[src/rtl/palette_pkg.sv]
// Shared types and elaboration helpers for the runtime-writable palette.
package palette_pkg;

  typedef enum logic {IDLE = 1'b0, FADING = 1'b1} fade_state_t;

  // Brightness value that leaves colours unscaled.
  function automatic int unsigned unity_bright(input int unsigned bright_w);
    return 32'd1 << bright_w;
  endfunction

  // Grey-ramp level for entry i: spreads 0..2^index_w-1 evenly over 0..2^ch_w-1.
  function automatic int unsigned grey_level(input int unsigned i,
                                             input int unsigned index_w,
                                             input int unsigned ch_w);
    return (i * ((32'd1 << ch_w) - 1)) / ((32'd1 << index_w) - 1);
  endfunction

endpackage

[src/rtl/palette_fade_ctrl.sv]
// Fade engine: brightness register stepped one unit every FADE_DIV cycles
// toward a latched target, with busy/done handshake.
module palette_fade_ctrl
  import palette_pkg::*;
#(
  parameter int BRIGHT_W = 4,
  parameter int FADE_DIV = 4
) (
  input  logic              Clk,
  input  logic              Reset,
  input  logic              fade_start,
  input  logic [BRIGHT_W:0] fade_target,
  output logic [BRIGHT_W:0] brightness,
  output logic              fade_busy,
  output logic              fade_done
);

  localparam int DIV_W = (FADE_DIV > 1) ? $clog2(FADE_DIV) : 1;
  localparam logic [BRIGHT_W:0] UNITY    = (BRIGHT_W+1)'(unity_bright(BRIGHT_W));
  localparam logic [DIV_W-1:0]  DIV_LAST = DIV_W'(FADE_DIV - 1);

  fade_state_t       state_q, state_d;
  logic [DIV_W-1:0]  div_q, div_d;
  logic [BRIGHT_W:0] tgt_q, tgt_d, bri_q, bri_d, tgt_in;
  logic              done_q, done_d;

  // Out-of-range targets saturate at unity.
  assign tgt_in = (fade_target > UNITY) ? UNITY : fade_target;

  // Next-state: retarget has priority over a divider step in the same cycle.
  always_comb begin
    state_d = state_q;
    div_d   = div_q;
    tgt_d   = tgt_q;
    bri_d   = bri_q;
    done_d  = 1'b0;
    case (state_q)
      IDLE: begin
        if (fade_start) begin
          if (tgt_in == bri_q) begin
            done_d = 1'b1;
          end else begin
            state_d = FADING;
            div_d   = '0;
            tgt_d   = tgt_in;
          end
        end
      end
      FADING: begin
        if (fade_start) begin
          tgt_d = tgt_in;
          div_d = '0;
          if (tgt_in == bri_q) begin
            state_d = IDLE;
            done_d  = 1'b1;
          end
        end else if (div_q == DIV_LAST) begin
          div_d = '0;
          bri_d = (bri_q < tgt_q) ? bri_q + 1'b1 : bri_q - 1'b1;
          if (bri_d == tgt_q) begin
            state_d = IDLE;
            done_d  = 1'b1;
          end
        end else begin
          div_d = div_q + 1'b1;
        end
      end
      default: state_d = IDLE;
    endcase
  end

  // State register; reset aborts any fade without a done pulse.
  always_ff @(posedge Clk) begin
    if (Reset) begin
      state_q <= IDLE;
      div_q   <= '0;
      tgt_q   <= UNITY;
      bri_q   <= UNITY;
      done_q  <= 1'b0;
    end else begin
      state_q <= state_d;
      div_q   <= div_d;
      tgt_q   <= tgt_d;
      bri_q   <= bri_d;
      done_q  <= done_d;
    end
  end

  assign brightness = bri_q;
  assign fade_busy  = (state_q == FADING);
  assign fade_done  = done_q;

endmodule

[src/rtl/palette_lut_rw.sv]
// Writable colour palette with a 2-stage lookup and global brightness scaling.
// Optional macro PALETTE_TRANSPARENCY_EN adds the transparent-index flag.
module palette_lut_rw
  import palette_pkg::*;
#(
  parameter int INDEX_W           = 4,
  parameter int CH_W              = 4,
  parameter int BRIGHT_W          = 4,
  parameter int FADE_DIV          = 4,
  parameter int TRANSPARENT_INDEX = 0
) (
  input  logic                Clk,
  input  logic                Reset,
  input  logic                rd_valid_in,
  input  logic [INDEX_W-1:0]  rd_index,
  input  logic                wr_en,
  input  logic [INDEX_W-1:0]  wr_index,
  input  logic [3*CH_W-1:0]   wr_rgb,
  input  logic                fade_start,
  input  logic [BRIGHT_W:0]   fade_target,
  output logic [CH_W-1:0]     red,
  output logic [CH_W-1:0]     green,
  output logic [CH_W-1:0]     blue,
  output logic                rd_valid_out,
  output logic                transparent,
  output logic [BRIGHT_W:0]   brightness,
  output logic                fade_busy,
  output logic                fade_done
);

  localparam int ENTRIES = 1 << INDEX_W;
  localparam int PROD_W  = CH_W + BRIGHT_W + 1;

  typedef logic [2:0][CH_W-1:0] rgb_t;   // [2]=r, [1]=g, [0]=b

  function automatic logic [ENTRIES-1:0][2:0][CH_W-1:0] build_ramp();
    logic [ENTRIES-1:0][2:0][CH_W-1:0] r;
    for (int i = 0; i < ENTRIES; i++)
      for (int c = 0; c < 3; c++)
        r[i][c] = CH_W'(grey_level(i, INDEX_W, CH_W));
    return r;
  endfunction

  localparam logic [ENTRIES-1:0][2:0][CH_W-1:0] RAMP = build_ramp();

  if (FADE_DIV < 1 || TRANSPARENT_INDEX < 0 || TRANSPARENT_INDEX >= ENTRIES) begin : g_bad_param
    $error("palette_lut_rw: FADE_DIV or TRANSPARENT_INDEX out of range");
  end

  logic [ENTRIES-1:0][2:0][CH_W-1:0] pal;
  rgb_t       s1_rgb, out_rgb, scaled;
  logic [2:1] vld_pipe;

  palette_fade_ctrl #(.BRIGHT_W(BRIGHT_W), .FADE_DIV(FADE_DIV)) u_fade (
    .Clk(Clk), .Reset(Reset),
    .fade_start(fade_start), .fade_target(fade_target),
    .brightness(brightness), .fade_busy(fade_busy), .fade_done(fade_done)
  );

  // Palette storage; reads in the same cycle see the pre-write entry.
  always_ff @(posedge Clk) begin
    if (Reset)      pal <= RAMP;
    else if (wr_en) pal[wr_index] <= rgb_t'(wr_rgb);
  end

  // Per-channel brightness scale; product cannot exceed 2^CH_W-1 since brightness <= unity.
  for (genvar ch = 0; ch < 3; ch++) begin : g_ch
    logic [PROD_W-1:0] prod;
    assign prod       = PROD_W'(s1_rgb[ch]) * PROD_W'(brightness);
    assign scaled[ch] = CH_W'(prod >> BRIGHT_W);
  end

  // Lookup pipeline: stage 1 reads the array, stage 2 scales and holds when idle.
  always_ff @(posedge Clk) begin
    if (Reset) begin
      vld_pipe <= '0;
      s1_rgb   <= '0;
      out_rgb  <= '0;
    end else begin
      vld_pipe <= {vld_pipe[1], rd_valid_in};
      s1_rgb   <= pal[rd_index];
      if (vld_pipe[1]) out_rgb <= scaled;
    end
  end

  assign red          = out_rgb[2];
  assign green        = out_rgb[1];
  assign blue         = out_rgb[0];
  assign rd_valid_out = vld_pipe[2];

`ifdef PALETTE_TRANSPARENCY_EN
  logic s1_tr, tr_q;
  // Transparency flag follows the colour through the same two stages.
  always_ff @(posedge Clk) begin
    if (Reset) begin
      s1_tr <= 1'b0;
      tr_q  <= 1'b0;
    end else begin
      s1_tr <= (rd_index == INDEX_W'(TRANSPARENT_INDEX));
      if (vld_pipe[1]) tr_q <= s1_tr;
    end
  end
  assign transparent = tr_q;
`else
  assign transparent = 1'b0;
`endif

endmodule

[config.mk]
export PLATFORM = sky130hd
export DESIGN_NAME = palette_lut_rw
export DESIGN_NICKNAME = d
export VERILOG_FILES = /design/src/rtl/palette_pkg.sv /design/src/rtl/palette_fade_ctrl.sv /design/src/rtl/palette_lut_rw.sv
export SDC_FILE = /design/constraint.sdc
export NUM_CORES = 1
export LEC_CHECK = 0
export CORE_MARGIN = 2
export CORE_UTILIZATION = 63
export CTS_BUF_LIST = sky130_fd_sc_hd__clkbuf_4
export DETAILED_ROUTE_END_ITERATION = 7
export GPL_TIMING_DRIVEN = 0
export PLACE_DENSITY_LB_ADDON = 0.3
export RECOVER_POWER = 50
export REMOVE_ABC_BUFFERS = 1
export SLEW_MARGIN = 40
export SYNTH_ARGS = -nofsm -noshare
export SYNTH_HDL_FRONTEND = slang
export SYNTH_SLANG_ARGS = --single-unit
[constraint.sdc]
create_clock -name Clk -period 3.53 [get_ports Clk]
set_input_delay 0.706 -clock Clk [delete_from_list [all_inputs] [get_ports Clk]]
set_output_delay 0.706 -clock Clk [all_outputs]
set_load 0.005 [all_outputs]
==> impl_metrics.yaml <==
cells_and_area:
  layout_common_cells: "nand2_1, dfxtp_1, mux2i_1, clkbuf_4, a21oi_1"
  num-fill-cells: 1312
  area_growth_pct: 11.2
  layout_commonest_cell: "nand2_1"
  final_layout_size_suffix_gt1_frac: 0.143
  final_nets: 1287
  fin_cells: 1476
synthesis:
  syn_inst: 1171
  yosysWarnings: 0
  ys_ff_latch: 232
  yosysSeqAreaShare: 0.409
  synth_cell_types: 51
  async_flop_share: 0
  synth_top_area_cell: "dfxtp_1"
  synth_top_area_share: 0.409
  ys_top_cells_by_area: "dfxtp_1, mux4_2, mux2i_1, nand2_1, ha_1"
  syn_avg_cell_area_um2: 9.71
  synth_ff_type: "dfxtp_1"
  syn_area_mm2: 0.0114
  synth_edf_count: 0
drt:
  topRoutingLayerUsed: "met4"
  wl_met1_mm: 10.8
  vias: 8636
  first_pass_iters: 5
  post_drt_wl_per_cell_um: 17.6
  remaining_drc_errors: 0
  drt_iter0_drc: 753
  dr_wl_met3_mm: 1.99
  drt_wl_total_mm: 26.0
  wl_met2_mm: 12.5
  final_antenna_net_count: 0
  viasPerCell: 5.85
setup_path:
  cp.arrival_ps: 3760
  path_class: "flop to flop"
  path_cells: "nand2_1 > fa_1 > fa_1 > inv_1 > ha_1 > and4_1 > a21o_1 > a21oi_1 > o21bai_1 > nand4b_1 > o311ai_1"
  r2r_slack_ps: 250
  max_stage_delay_ps: 550
  cp-start-kind: "flop"
  end_kind: "flop"
  crit_top_cell: "fa_1"
  cp_max_fo: 18
  cpMaxStageDelayCell: "dfxtp_2"
  cp.required_ps: 4010
global_route:
  grt_max_degree: 91
  grt_usage: 0.274
  antenna_found_initial: 2
  grt_pass1_vias: 8532
  grt_pass1_wl_mm: 42.7
  gr-total-overflow: 0
sta:
  finalCritPeriodShare: 0.929
  final.setup.worst_slack_ps: 250
  slew_headroom: -0.304
  final-max-slew-violation-count: 139
  min_period_ps: 3280
  holdWs_ps: 315
  hold_viol: 0
  worst_pin_slew_ps: 1960
  grt_setup_unrepaired: "false"
  fmax_mhz: 305
  skew_ps: 51.2
  finalSetupViolCount: 0
placement:
  pre_cts_slack_ps: -14.5
  io_buffers: 49
  dp_hpwl_mm: 16.5
  globalplace.congestion: 0.810
  place_inst: 1372
floorplanning:
  ios: 51
  die_w_um: 138
  core_area_mm2: 0.0178
  die_height_um: 138
  start_util: 0.637
  rows: 49
  dieArea_mm2: 0.0191
clock_network:
  cts_hold_buf: 0
  h-tree-depth: 2
  cts_buffers: 60
  clkLatencyLatePin_ps: 710
  cts_root_buffer: "clkbuf_4"
  cts_tree: "yes"
  clk_path_buf_depth: 3
  cts_sinks: 232
  clk_pin_slew_worst_paths_ps: 70
hold_path:
  hold_class: "input pin to flop"
run_status:
  violations: "max-capacitance violations, max-slew violations"
  status: "finished, violations left"
power:
  leakagePower_uw: 0.00480
  max-vdd-ir-drop_mv: 0.324
  cellPowerDensity_mw_per_mm2: 427
run:
  maxCapViolations: 6
[cell families after synthesis]
| logic type | Yosys count | share of synthesized area |
|---|---|---|
| adder cells (fa/ha/maj) | 52 | 0.0678 |
| AND/OR/NAND/NOR | 462 | 0.181 |
| flip-flops | 232 | 0.409 |
| XOR/XNOR | 24 | 0.0197 |
| buffers and inverters | 122 | 0.0448 |
| other | 1 | 0.000330 |
| multiplexers | 177 | 0.224 |
| AO/OA/AOI/OAI | 101 | 0.0538 |
[per-layer routing]
metal | vias up | GRT usage
li1 | 4112 | -
met1 | 4102 | 0.355
met2 | 355 | 0.452
met3 | 67 | 0.0516
met4 | 0 | 0.120
met5 | - | 0.00752
[Yosys cell counts (all sizes together) (10+ instances only)]
| cell type | n |
|---|---|
| a21oi | 73 |
| and2 | 34 |
| buf | 24 |
| clkbuf | 63 |
| dfxtp | 232 |
| fa | 16 |
| ha | 36 |
| inv | 35 |
| mux2i | 117 |
| mux4 | 60 |
| nand2 | 270 |
| nand3 | 38 |
| nor2 | 70 |
| xnor2 | 10 |
| xor2 | 13 |
[path summary, 6_finish.rpt]
path / from / to / cells past startpoint
worst max register to register: u_fade.brightness[1] / green[2] / 11
worst min register to register: u_fade.tgt_q[2] / u_fade.tgt_q[2] / 2
worst max-delay path: u_fade.brightness[1] / green[2] / 11
worst min-delay path: Reset / pal[165] / 2
[power by group]
group | internal, uW | switching [uW] | total (uW)
Sequential | 2670 | 38.0 | 2710
Combinational | 212 | 265 | 477
Clock | 1130 | 1070 | 2210
[worst max-delay path: cells and delay by family (launching register included)]
| kind | cells | cell delay, ps |
|---|---|---|
| flip-flops | 1 | 550 |
| AO/OA/AOI/OAI | 4 | 740 |
| adder cells (fa/ha/maj) | 3 | 1310 |
| AND/OR/NAND/NOR | 3 | 440 |
| buffers and inverters | 1 | 40 |
[metrics by stage]
step           utilization  power, uW  instance area [um^2]  setup TNS [ps]
2_1_floorplan            -       3010                 11000               0
3_3_place_gp         0.659       3230                 11800         -828590
3_5_place_dp         0.674       3250                 12000           -14.5
4_1_cts              0.715       5460                 12800               0
5_1_grt              0.708       5630                 12600               0
6_report             0.708       5390                 12600               0
[sequential cells by signal, indices dropped and copies added, names as in the netlist]
signal             cells
s1_rgb                12
red                    4
u_fade.brightness      5
blue                   4
pal                  192
u_fade.tgt_q           5
green                  4
u_fade.fade_busy       1
vld_pipe               2
u_fade.div_q           2
u_fade.fade_done       1
[area by class of cell]
cell class / count / area, um^2 / share of cell area
Antenna cell: 1 / 2.50 / 0.000198
Clock buffer: 88 / 661 / 0.0523
Clock inverter: 15 / 66.3 / 0.00525
Inverter: 35 / 139 / 0.0110
Multi-Input combinational cell: 817 / 6240 / 0.494
Sequential cell: 232 / 4650 / 0.368
Tap cell: 229 / 287 / 0.0227
Timing Repair Buffer: 59 / 587 / 0.0464
[what timing repair did]
item | in CTS | in global routing
endpoints found under the setup margin | 1 | 5
buffers inserted | 0 | 0
resized for setup | 2 | 3
No activity file was read; power rests on OpenSTA's default activity.
